--- config.mk ---
export PLATFORM = sky130hd
export DESIGN_NAME = bg_reg_commit
export DESIGN_NICKNAME = d
export VERILOG_FILES = /design/src/rtl/bg_pkg.sv /design/src/rtl/bg_reg_fifo.sv /design/src/rtl/bg_reg_commit.sv
export SDC_FILE = /design/constraint.sdc
export NUM_CORES = 1
export LEC_CHECK = 0
export BUFFER_PORTS_ARGS = -buffer_cell sky130_fd_sc_hd__buf_4
export CORE_MARGIN = 4
export CORE_UTILIZATION = 50
export DETAILED_ROUTE_END_ITERATION = 12
export GPL_ROUTABILITY_DRIVEN = 1
export PLACE_DENSITY = 0.67
export SLEW_MARGIN = 10
export SYNTH_ARGS = -nofsm -noshare
export SYNTH_HDL_FRONTEND = slang
export SYNTH_SLANG_ARGS = --single-unit
--- constraint.sdc ---
create_clock -name iCLOCK -period 8.3 [get_ports iCLOCK]
set_input_delay 0.83 -clock iCLOCK [delete_from_list [all_inputs] [get_ports iCLOCK]]
set_output_delay 0.83 -clock iCLOCK [all_outputs]
set_load 0.02 [all_outputs]
--- src/rtl/bg_pkg.sv ---
// rtl/bg_pkg.sv - shared BG register-write types and commit FSM states
package bg_pkg;

    localparam int BG_REG_AW = 3;
    localparam int BG_REG_DW = 32;

    typedef struct packed {
        logic [BG_REG_AW-1:0] addr;
        logic [BG_REG_DW-1:0] data;
    } bg_reg_wr_t;

    typedef enum logic [1:0] {
        ACTIVE = 2'd0,
        HOLD   = 2'd1,
        DRAIN  = 2'd2
    } bg_commit_state_e;

endpackage

--- src/rtl/bg_reg_fifo.sv ---
// rtl/bg_reg_fifo.sv - synchronous FIFO of BG register writes
// Caller only pops when not empty and only pushes when not full or popping in the same cycle.
module bg_reg_fifo
    import bg_pkg::*;
#(
    parameter int DEPTH = 16
) (
    input  logic                   clk_i,
    input  logic                   rst_i,
    input  logic                   push_i,
    input  bg_reg_wr_t             push_data_i,
    input  logic                   pop_i,
    output bg_reg_wr_t             pop_data_o,
    output logic                   full_o,
    output logic                   empty_o,
    output logic [$clog2(DEPTH):0] level_o
);

    localparam int AW = $clog2(DEPTH);
    localparam int LW = AW + 1;

    bg_reg_wr_t        mem_q [DEPTH];
    logic [AW-1:0]     wr_ptr_q, wr_ptr_d;
    logic [AW-1:0]     rd_ptr_q, rd_ptr_d;
    logic [LW-1:0]     level_q, level_d;

    always_comb begin
        wr_ptr_d = wr_ptr_q;
        rd_ptr_d = rd_ptr_q;
        level_d  = level_q;
        if (push_i) wr_ptr_d = wr_ptr_q + AW'(1);
        if (pop_i)  rd_ptr_d = rd_ptr_q + AW'(1);
        case ({push_i, pop_i})
            2'b10:   level_d = level_q + LW'(1);
            2'b01:   level_d = level_q - LW'(1);
            default: level_d = level_q;
        endcase
    end

    always_ff @(posedge clk_i) begin
        if (rst_i) begin
            wr_ptr_q <= '0;
            rd_ptr_q <= '0;
            level_q  <= '0;
        end else begin
            wr_ptr_q <= wr_ptr_d;
            rd_ptr_q <= rd_ptr_d;
            level_q  <= level_d;
        end
    end

    // Storage needs no reset; the level counter gates every read.
    always_ff @(posedge clk_i) begin
        if (push_i) mem_q[wr_ptr_q] <= push_data_i;
    end

    assign pop_data_o = mem_q[rd_ptr_q];
    assign full_o     = (level_q == LW'(DEPTH));
    assign empty_o    = (level_q == '0);
    assign level_o    = level_q;

endmodule

--- src/rtl/bg_reg_commit.sv ---
// rtl/bg_reg_commit.sv - buffers host BG register writes and replays them only during vblank
// Optional drop counter output oDROP_COUNT enabled by BG_COMMIT_DROPCNT_EN.
module bg_reg_commit
    import bg_pkg::*;
#(
    parameter int DEPTH    = 16,
    parameter int SY_W     = 10,
    parameter int V_ACTIVE = 480
) (
    input  logic                   iCLOCK,
    input  logic                   iRESET,
    input  logic [SY_W-1:0]        iSY,
    input  logic [2:0]             iHOST_ADDR,
    input  logic [31:0]            iHOST_DATA,
    input  logic                   iHOST_WRITE,
    input  logic                   iOVF_CLR,
    output logic [2:0]             oREG_ADDR,
    output logic [31:0]            oREG_DATA,
    output logic                   oREG_WRITE,
    output logic [$clog2(DEPTH):0] oLEVEL,
    output logic                   oOVERFLOW,
    output logic                   oFRAME_DONE
`ifdef BG_COMMIT_DROPCNT_EN
    ,
    output logic [7:0]             oDROP_COUNT
`endif
);

    bg_commit_state_e state_q, state_d;
    bg_reg_wr_t       reg_wr_q, reg_wr_d;
    bg_reg_wr_t       host_wr;
    bg_reg_wr_t       head;
    logic             reg_write_q;
    logic             ovf_q, ovf_d;
    logic             frame_done_q, frame_done_d;
    logic             vb;
    logic             pop;
    logic             push;
    logic             drop;
    logic             full;
    logic             empty;

    assign vb      = (iSY >= SY_W'(V_ACTIVE));
    assign host_wr = '{addr: iHOST_ADDR, data: iHOST_DATA};
    // A full FIFO still accepts a write when an entry leaves in the same cycle.
    assign push    = iHOST_WRITE && (!full || pop);
    assign drop    = iHOST_WRITE && full && !pop;

    bg_reg_fifo #(.DEPTH(DEPTH)) u_fifo (
        .clk_i       (iCLOCK),
        .rst_i       (iRESET),
        .push_i      (push),
        .push_data_i (host_wr),
        .pop_i       (pop),
        .pop_data_o  (head),
        .full_o      (full),
        .empty_o     (empty),
        .level_o     (oLEVEL)
    );

    // HOLD pops directly so a write arriving mid-vblank lands two cycles later.
    always_comb begin
        state_d      = state_q;
        pop          = 1'b0;
        frame_done_d = 1'b0;
        case (state_q)
            ACTIVE: begin
                if (vb) state_d = DRAIN;
            end
            DRAIN: begin
                if (empty) begin
                    frame_done_d = 1'b1;
                    state_d      = HOLD;
                end else if (!vb) begin
                    state_d = ACTIVE;
                end else begin
                    pop = 1'b1;
                end
            end
            HOLD: begin
                if (!vb) begin
                    state_d = ACTIVE;
                end else if (!empty) begin
                    pop     = 1'b1;
                    state_d = DRAIN;
                end
            end
            default: state_d = ACTIVE;
        endcase
    end

    always_comb begin
        reg_wr_d = pop ? head : reg_wr_q;
        ovf_d    = ovf_q;
        if (drop)          ovf_d = 1'b1;
        else if (iOVF_CLR) ovf_d = 1'b0;
    end

    always_ff @(posedge iCLOCK) begin
        if (iRESET) begin
            state_q      <= ACTIVE;
            reg_wr_q     <= '0;
            reg_write_q  <= 1'b0;
            ovf_q        <= 1'b0;
            frame_done_q <= 1'b0;
        end else begin
            state_q      <= state_d;
            reg_wr_q     <= reg_wr_d;
            reg_write_q  <= pop;
            ovf_q        <= ovf_d;
            frame_done_q <= frame_done_d;
        end
    end

`ifdef BG_COMMIT_DROPCNT_EN
    logic [7:0] drop_cnt_q, drop_cnt_d;

    always_comb begin
        drop_cnt_d = drop_cnt_q;
        if (drop) begin
            if (drop_cnt_q != 8'hFF) drop_cnt_d = drop_cnt_q + 8'd1;
        end else if (iOVF_CLR) begin
            drop_cnt_d = 8'd0;
        end
    end

    always_ff @(posedge iCLOCK) begin
        if (iRESET) drop_cnt_q <= 8'd0;
        else        drop_cnt_q <= drop_cnt_d;
    end

    assign oDROP_COUNT = drop_cnt_q;
`endif

    assign oREG_ADDR   = reg_wr_q.addr;
    assign oREG_DATA   = reg_wr_q.data;
    assign oREG_WRITE  = reg_write_q;
    assign oOVERFLOW   = ovf_q;
    assign oFRAME_DONE = frame_done_q;

endmodule

======== Yosys cells after proc, flatten, opt, wreduce, memory -nomap -nowiden ========
Memory sizes are Yosys's and may differ from the RTL's. A register that Yosys moved wholly into a read port is not among the register bits.
Index checks and enable logic that the tools add are counted.
storage, ports and cells
  bits of input ports ..................... 49
  bits in writable memories ............... 560
  output and inout port bits .............. 43
  memories kept ........................... 1
  register bits after elaboration ......... 18
  word-level logic and storage cells ...... 51
memories
  memory        depth  width  rd ports  clocked after memory_dff  write ports  RTL line           text
  u_fifo.mem_q  16     35     1         1                         1            bg_reg_fifo.sv:22  bg_reg_wr_t mem_q [DEPTH];
cells by class
  bitwise gates (word level) .............. 1
  eq/ne operators ......................... 8
  $lt $le $gt $ge ......................... 1
  add/subtract/negate cells ............... 4
  reductions and logical operators ........ 12
  muxes and demuxes ....................... 17
operators by type and width
  cell                                                                                  count
  10-bit by 9-bit greater-or-equal comparator with 1-bit output, second input constant  1
  2-bit two-way mux                                                                     5
  5-bit case mux with 2 select lines                                                    1
  1-bit two-way mux                                                                     9
  4-bit by 1-bit adder with 4-bit output, second input constant                         2
  3-bit inequality test, second input constant                                          2
  2-bit case mux with 3 select lines                                                    1
  5-bit by 1-bit adder with 5-bit output, second input constant                         1
  5-bit == test, second input constant                                                  1
  5-bit zero test                                                                       1
  5-bit by 1-bit subtractor with 5-bit output, second input constant                    1
  2-bit by 1-bit == test with 1-bit output, second input constant                       2
  2-bit == test, second input constant                                                  2
  2-bit nonzero test                                                                    2
  1-bit logical AND                                                                     3
  3-bit AND reduction                                                                   1
  1-bit zero test                                                                       2
  2-bit zero test                                                                       1
  2-bit inequality test, second input constant                                          1
  1-bit case mux with 2 select lines                                                    1
  2-bit OR reduction                                                                    1
  1-bit logical OR                                                                      1
  1-bit inverter                                                                        1

======== Depth between registers and ports, before layout ========
Gate-level depths: netlist of run 1.
  word-level depth ........................ 8
  gate-level depth with buffers ........... 11
  gate-level depth less buffers ........... 11

======== Cells and area by module ========
A second synthesis of run 1 with hierarchy kept.
unflattened totals
  cells, all modules ...................... 1160
  area total of the unflattened synthesis .. 23782.8 um^2
by module, submodules not included
  module         area each (um^2)  times used  seq. area each (um^2)  cells an instance
  bg_reg_fifo    21882.2           1           17156.5                971
  bg_reg_commit  1900.6            1           800.8                  189

======== Worst setup path before layout of run 1 ========
Ideal clock, no wire load.
  path kind ............................... input to register
  start ................................... input iSY[8]
  end ..................................... memory u_fifo.mem_q[0][0] (netlist bit), enable pin
  arrival time ............................ 4.199 ns
  slack ................................... 3.630 ns
  stages on the path ...................... 6
  path buffers ............................ 1
  library setup time ...................... 0.471 ns
  cells stage by stage .................... a41oi_1 o211ai_1 and2_1 clkbuf_1 nand2_1 nor3_1
on the way
  longest elaborated chain between the ends .. 8
  elaborated cells between the ends (all ways) .. 9
  classes of those cells .................. order compare (1); mux (6); reduce/logical (2)
ends and longest elaborated chain
  what                                                               RTL line             text
  start: declaration                                                 bg_reg_commit.sv:12  input logic [SY_W-1:0] iSY,
  10-bit by 9-bit greater-or-equal comparator with 1-bit output (*)  bg_reg_commit.sv:43  assign vb = (iSY >= SY_W'(V_ACTIVE));
  1-bit two-way mux                                                  bg_reg_commit.sv:74  end else if (!vb) begin
  1-bit two-way mux                                                  bg_reg_commit.sv:71  if (empty) begin
  1-bit case mux with 2 select lines (*)                             bg_reg_commit.sv:66  case (state_q)
  1-bit logical OR (*)                                               bg_reg_commit.sv:46  assign push = iHOST_WRITE && (!full || pop);
  1-bit logical AND (*)                                              bg_reg_commit.sv:46
  1-bit two-way mux (*)                                              bg_reg_fifo.sv:54    if (push_i) mem_q[wr_ptr_q] <= push_data_i;
  1-bit two-way mux (implied by the code) (*)                        bg_reg_fifo.sv:54
  end: declaration                                                   bg_reg_fifo.sv:22
Every way passes the cells marked *; elsewhere a longest branch is shown, timed or not.

======== Final worst setup path of run 1 ========
  start ................................... register state_q[1]
  end ..................................... memory u_fifo.mem_q[2][19] (netlist bit), enable pin
on the way
  longest elaborated chain between the ends .. 6
  elaborated cells between the ends (all ways) .. 7
  classes of those cells .................. eq/ne (2); mux (3); reduce/logical (2)
ends and longest elaborated chain
  what                                                                       RTL line              text
  start: declaration                                                         bg_reg_commit.sv:29   bg_commit_state_e state_q, state_d;
  start signal: assignment                                                   bg_reg_commit.sv:107  state_q <= state_d;
  2-bit by 1-bit == test with 1-bit output or 2-bit == test (tied branches)  bg_reg_commit.sv:66
  1-bit case mux with 2 select lines (*)                                     bg_reg_commit.sv:66
  1-bit logical OR (*)                                                       bg_reg_commit.sv:46
  1-bit logical AND (*)                                                      bg_reg_commit.sv:46
  1-bit two-way mux (*)                                                      bg_reg_fifo.sv:54
  1-bit two-way mux (implied by the code) (*)                                bg_reg_fifo.sv:54
Marked as above.

==> results of run 1 <==
## flip-flops by register name, indices dropped and copies added, names as in the netlist
register / count
state_q: 2
oREG_WRITE: 1
u_fifo.mem_q: 560
oFRAME_DONE: 1
u_fifo.wr_ptr_q: 4
u_fifo.rd_ptr_q: 4
oREG_ADDR: 3
oOVERFLOW: 1
oREG_DATA: 32
u_fifo.level_o: 5
## area by class of cell
cell class	instances	share of cell area, %
clock buffers	75	6.07
clock inverters	38	1.16
inverters	8	0.113
multi-input cells	321	19.3
flip-flops and latches	613	67.5
well taps	600	2.83
repair buffers	107	3.08
## critical path, cell delays in order (launching register included)
cell and delay (ps):
dfxtp_1 380, inv_1 90, ha_1 290, o21ai_0 210, o211ai_1 360, and2_1 280, nand2_1 260, nor3_2 860
buf_4 620
## cell usage after synthesis (all sizes together)
library cell	n
a31o	2
nor4	3
a211oi	1
a21oi	9
or4	1
a41o	1
and3	2
o22ai	1
o31ai	1
nand3	5
nor3	5
a22o	35
xor2	5
clkbuf	29
nand2	8
xnor2	3
nand4	2
o21ai	4
or3	3
and4	2
dfxtp	53
a22oi	1
nor2	27
a31oi	1
mux4	175
nand2b	3
edfxtp	560
o211ai	2
inv	8
a41oi	1
buf	25
a2111oi	1
mux2i	2
o21a	1
and2	3
ha	11
## metal layers
metal	global-route usage, %	wire length (um)
met1	26.6	19200
met5	0	0
met3	3.41	2800
met4	4.18	749
met2	33.9	25400
## how the worst min path moves through the flow
| stage | start | slack (ps) | cells past startpoint | endpoint |
|---|---|---|---|---|
| 6_report | oREG_DATA[31]$_SDFFE_PP0N_ | 480 | 1 | oREG_DATA[31]$_SDFFE_PP0N_ |
| 5_1_grt | iOVF_CLR | 470 | 3 | oOVERFLOW$_SDFFE_PP0P_ |
| 4_1_cts | iOVF_CLR | 450 | 3 | oOVERFLOW$_SDFFE_PP0P_ |
| 3_5_place_dp | oREG_DATA[5]$_SDFFE_PP0N_ | 470 | 1 | oREG_DATA[5]$_SDFFE_PP0N_ |
| 3_3_place_gp | oOVERFLOW$_SDFFE_PP0P_ | 460 | 2 | oOVERFLOW$_SDFFE_PP0P_ |
| 2_1_floorplan | state_q[1]$_SDFFE_PP0P_ | 460 | 2 | state_q[1]$_SDFFE_PP0P_ |
## cells by family (layout without fill, tap and decap cells)
logic type	Yosys count	in the layout	synth area share, %
and+or+nand+nor	64	64	1.40
xor gates and xnor gates	8	8	0.302
adders and majority gates	11	11	0.593
AOI/OAI and AO/OA	61	61	2.18
muxes	177	177	17.1
DFF	613	613	77.0
buffers and inverters	62	228	1.44
## power groups by stage
stage / sequential, mW / combinational (mW) / clock (mW)
detailed placement: 3.54 / 0.452 / 0
finish: 3.47 / 0.444 / 2.63
global route: 3.47 / 0.483 / 2.83
floorplan: 3.54 / 0.306 / 0
CTS: 3.47 / 0.454 / 2.68
global placement: 3.53 / 0.443 / 0
==> results_dict.tcl, run 1 <==
set metrics [dict create \
    syn_inst 996 \
    clk_pin_slew_ps 60 \
    synth.top_cell.area_share_pct 72.4 \
    synth-seq-cells 613 \
    grt_max_degree 115 \
    final_cell_mix "edfxtp_1 (560), mux4_2 (175), buf_4 (106), clkbuf_16 (61), dfxtp_1 (49)" \
    worst_hold_slack_ps 475 \
    clock_skew_ps 19.5 \
    nets 1171 \
    cts_max_level 2 \
    antenna_left 0 \
    reg2reg_to "u_fifo.mem_q[2][19]$_DFFE_PP_" \
    cts.repair.resized 0 \
    hold_buffers 0 \
    synth_area_leaders "edfxtp_1 (72%), mux4_2 (17%), dfxtp_1 (4.6%), a22o_1 (1.3%), ha_1 (0.59%)" \
    fillers 3290 \
    core_area_sq_mm 0.0457 \
    p_leak_nw 8.28 \
    p_sw_mw 1.38 \
    path_max_fanout 26 \
    cts_tree "built" \
    drt_pass1_iterations 5 \
    grt_first_pass_wirelength_um 72100 \
    period_share_pct 45.0 \
    grt_use_total_pct 19.6 \
    p_int_mw 5.16 \
    p_clk_share_pct 40.2 \
    timing.fmax_ghz 0.268 \
    sw_frac_of_total_pct 21.1 \
    totalPowerFinal_mw 6.54 \
    wl_um 48100 \
    grt_antenna_before_repair 0 \
    fin_cells 1762 \
    die_area_sq_mm 0.0499 \
    multi_input_area_sq_mm 0.00512 \
    r2r_setup_slack_ps 4570 \
    viasPerCell 5.93 \
    num_antenna_cells 0 \
    clk_latency_ps 620 \
    critPathArrivalTime_ps 3970 \
    final_area_sq_mm 0.0265 \
    drcViolationCount 0 \
    synth_seq_area_share_pct 77.0 \
    tns_ps 0 \
    seqCellArea_sq_mm 0.0179 \
    ios 92 \
    die_w_um 223 \
    rows 78 \
    start_util_pct 50.8 \
    rsz0062_at_grt "false" \
    drv_slew 0 \
    yosysTopAreaCell "edfxtp_1" \
    io_buffers 86 \
    endpoint_kind "flop" \
    cp.required_ps 8540 \
    fp.dieH_um 223 \
    synth_cell_types 42 \
    ir_drop_v 0.000164 \
    hpwl_um 23000 \
    yosysWarnings 0 \
    grt_pass1_vias 10900 \
    routedWlPerCell_um 27.3 \
    worstSetupEndpoint "u_fifo.mem_q[2][19]$_DFFE_PP_" \
    cts_buffers 60 \
    layout-drive-gt1-share_pct 33.8 \
    vias 10500 \
    hold_path.class "flop to flop" \
    place_area_sq_mm 0.0246 \
    pwr-share-comb_pct 6.8 \
    dr.first_iter.drc_count 1007 \
    maxCapViolations 0 \
    startpoint "state_q[1]$_SDFFE_PP0P_" \
    post_cts_buffers 0 \
    clock-root-buffer "clkbuf_16" \
    p_per_area_mw_per_mm2 247 \
    placedCellCount 1649 \
    syn_to_final_growth_pct 14.3 \
    avgSynthCellArea_sq_um 23.3 \
    worstRegToRegCells 8 \
    layout_commonest_cell "edfxtp_1" \
    startpoint_type "flop" \
    worstReg2RegStart "state_q[1]$_SDFFE_PP0P_" \
    fin_ws_ps 4570 \
    status "complete, no violations" \
    place_ws_ps 4360 \
    netlist_area_sq_mm 0.0232 \
    relSlewSlack_pct 26.6 \
    mappedNetlistNets 1056 \
    setup_viol 0 \
    grt_overflow 0 \
    crit_type "flop to flop" \
    min_period_ps 3730 \
    cts_sinks 613 \
    fin_util_pct 58.1 \
    clock_path_buffers 3 \
    seqPwrFrac_pct 53.0 \
    gp_congestion 0.718 \
    tightest_slew_ps 1100 \
    hold_viol 0 \
]
No activity file was read; power rests on OpenSTA's default activity.
==> inputs of run 2 (changes only) <==
--- a/config.mk
+++ b/config.mk
@@ -10,7 +10,7 @@
 export CORE_UTILIZATION = 50
 export DETAILED_ROUTE_END_ITERATION = 12
 export GPL_ROUTABILITY_DRIVEN = 1
-export PLACE_DENSITY = 0.67
+export PLACE_DENSITY = 0.69
 export SLEW_MARGIN = 10
 export SYNTH_ARGS = -nofsm -noshare
 export SYNTH_HDL_FRONTEND = slang
==> constraint.sdc (replaced) <==
create_clock -name iCLOCK -period 3.4 [get_ports iCLOCK]
set_input_delay 0.34 -clock iCLOCK [delete_from_list [all_inputs] [get_ports iCLOCK]]
set_output_delay 0.34 -clock iCLOCK [all_outputs]
set_load 0.02 [all_outputs]
==> run 2 against run 1 <==
Against the previous run: core utilization is 0.92 points higher; sequential power rose by 140%; hold slack got worse by 440 ps; critical path depth unchanged; cell area up 1.6%; critical path type unchanged; highest routed layer is now met5.
==> results_dict.tcl, run 2 (same netlist as run 1, synthesis figures left out) <==
set metrics [dict create \
    status "complete, no violations" \
    worstReg2RegStart "state_q[1]$_SDFFE_PP0P_" \
    core_area_sq_mm 0.0457 \
    hold_path.class "input pin to flop" \
    io_buffers 86 \
    timing.fmax_ghz 0.322 \
    dr.first_iter.drc_count 865 \
    tightest_slew_ps 918 \
    start_util_pct 50.8 \
    ios 92 \
    min_period_ps 3110 \
    routed.top_layer "met5" \
    clock-root-buffer "clkbuf_16" \
    pwr-share-comb_pct 7.2 \
    grt_first_pass_wirelength_um 70200 \
    drv_slew 0 \
    wl_met1_um 19500 \
    reg2reg_to "u_fifo.mem_q[1][1]$_DFFE_PP_" \
    cp.required_ps 3630 \
    post_cts_buffers 0 \
    place_area_sq_mm 0.0250 \
    maxCapViolations 0 \
    clk_latency_ps 600 \
    cts_buffers 60 \
    vias 10400 \
    placedCellCount 1675 \
    clock_path_buffers 3 \
    die_w_um 223 \
    crit_type "flop to flop" \
    drcViolationCount 0 \
    viasPerCell 5.84 \
    hold_viol 0 \
    clk_pin_slew_ps 60 \
    antenna_left 0 \
    cts_sinks 613 \
    p_leak_nw 8.45 \
    startpoint_type "flop" \
    rsz0062_at_grt "false" \
    cts_tree "built" \
    cts_max_level 2 \
    final_area_sq_mm 0.0269 \
    syn_to_final_growth_pct 16.1 \
    layout_commonest_cell "edfxtp_1" \
    setup_viol 0 \
    hpwl_um 25800 \
    min_to "u_fifo.mem_q[13][24]$_DFFE_PP_" \
    r2r_setup_slack_ps 290 \
    endpoint_kind "flop" \
    fin_cells 1790 \
    p_sw_mw 3.34 \
    multi_input_area_sq_mm 0.00514 \
    path_max_fanout 23 \
    p_per_area_mw_per_mm2 594 \
    hold_path_depth 1 \
    final_cell_mix "edfxtp_1 (560), mux4_2 (175), buf_4 (120), clkbuf_16 (61), dfxtp_1 (49)" \
    period_share_pct 91.3 \
    wl_met2_um 23500 \
    p_clk_share_pct 40.0 \
    grt_overflow 0 \
    grt_use_total_pct 18.9 \
    worstRegToRegCells 8 \
    fillers 3220 \
    rows 78 \
    drt_pass1_iterations 5 \
    wl_met3_um 2580 \
    p_int_mw 12.7 \
    seqPwrFrac_pct 52.8 \
    hold_start "iHOST_DATA[24]" \
    relSlewSlack_pct 38.8 \
    grt_antenna_before_repair 1 \
    nets 1201 \
    wl_um 46500 \
    grt_pass1_vias 10900 \
    layout-drive-gt1-share_pct 35.4 \
    fp.dieH_um 223 \
    seqCellArea_sq_mm 0.0179 \
    regMostFlops "u_fifo.mem_q" \
    gp_congestion 0.764 \
    largest_reg_flops 560 \
    ir_drop_v 0.000460 \
    sw_frac_of_total_pct 20.9 \
    clock_skew_ps 17.9 \
    critPathArrivalTime_ps 3330 \
    cts.repair.resized 0 \
    grt_max_degree 59 \
    die_area_sq_mm 0.0499 \
    num_antenna_cells 0 \
    routedWlPerCell_um 26.0 \
]
## run 2: critical path: stages (launching register included)
cell      delay (ps)
dfxtp_1          390
inv_1             80
ha_1             290
o21ai_0          200
o211ai_1         480
and2_1           310
nand2_1          290
nor3_4           220
buf_4            460
## run 2: layer usage
metal	track usage, %	vias up
met2	30.7	295
met5	0	-
met3	3.53	64
met4	4.51	2
li1	-	4541
met1	27.0	5545
## run 2: worst max-delay path by stage
stage | from | endpoint | slack (ps)
floorplan | state_q[0]$_SDFFE_PP0P_ | u_fifo.mem_q[10][0]$_DFFE_PP_ | -130
global placement | state_q[1]$_SDFFE_PP0P_ | u_fifo.mem_q[0][9]$_DFFE_PP_ | 410
detailed placement | state_q[0]$_SDFFE_PP0P_ | u_fifo.mem_q[1][11]$_DFFE_PP_ | 310
CTS | state_q[1]$_SDFFE_PP0P_ | u_fifo.mem_q[1][1]$_DFFE_PP_ | 270
global route | state_q[1]$_SDFFE_PP0P_ | u_fifo.mem_q[0][3]$_DFFE_PP_ | 90
finish | state_q[1]$_SDFFE_PP0P_ | u_fifo.mem_q[1][1]$_DFFE_PP_ | 290
## run 2: power groups by stage
stage	Combinational, mW	Clock [mW]	Sequential (mW)
2_1_floorplan	0.749	0	8.63
3_3_place_gp	1.15	0	8.60
3_5_place_dp	1.17	0	8.60
4_1_cts	1.18	6.55	8.44
5_1_grt	1.26	6.88	8.45
6_report	1.15	6.41	8.44
## run 2: layout make-up
class	count	share of cell area, %
Tap cell	600	2.79
Inverter	8	0.111
Clock inverter	21	0.664
Clock buffer	90	6.48
Sequential cell	613	66.4
Multi-Input combinational cell	321	19.1
Timing Repair Buffer	137	4.46
## run 2: repair_timing
action / CTS / global route
endpoints found under the setup margin: 0 / 0
hold buffers: 4 / 0
endpoints found under the hold margin: 25 / 0
## run 2: stage by stage
stage                     power [mW]  util [%]  setup slack, ps  setup TNS (ps)  hold slack, ps
after floorplan                 9.38         -             -130          -42020             439
after CTS                       16.2      59.0              274               0           0.900
final                           16.0      59.0              294               0            35.1
after global routing            16.6      59.0             93.5               0            19.3
after global placement          9.74      54.7              413               0             458
after detailed placement        9.77      54.7              311               0             468
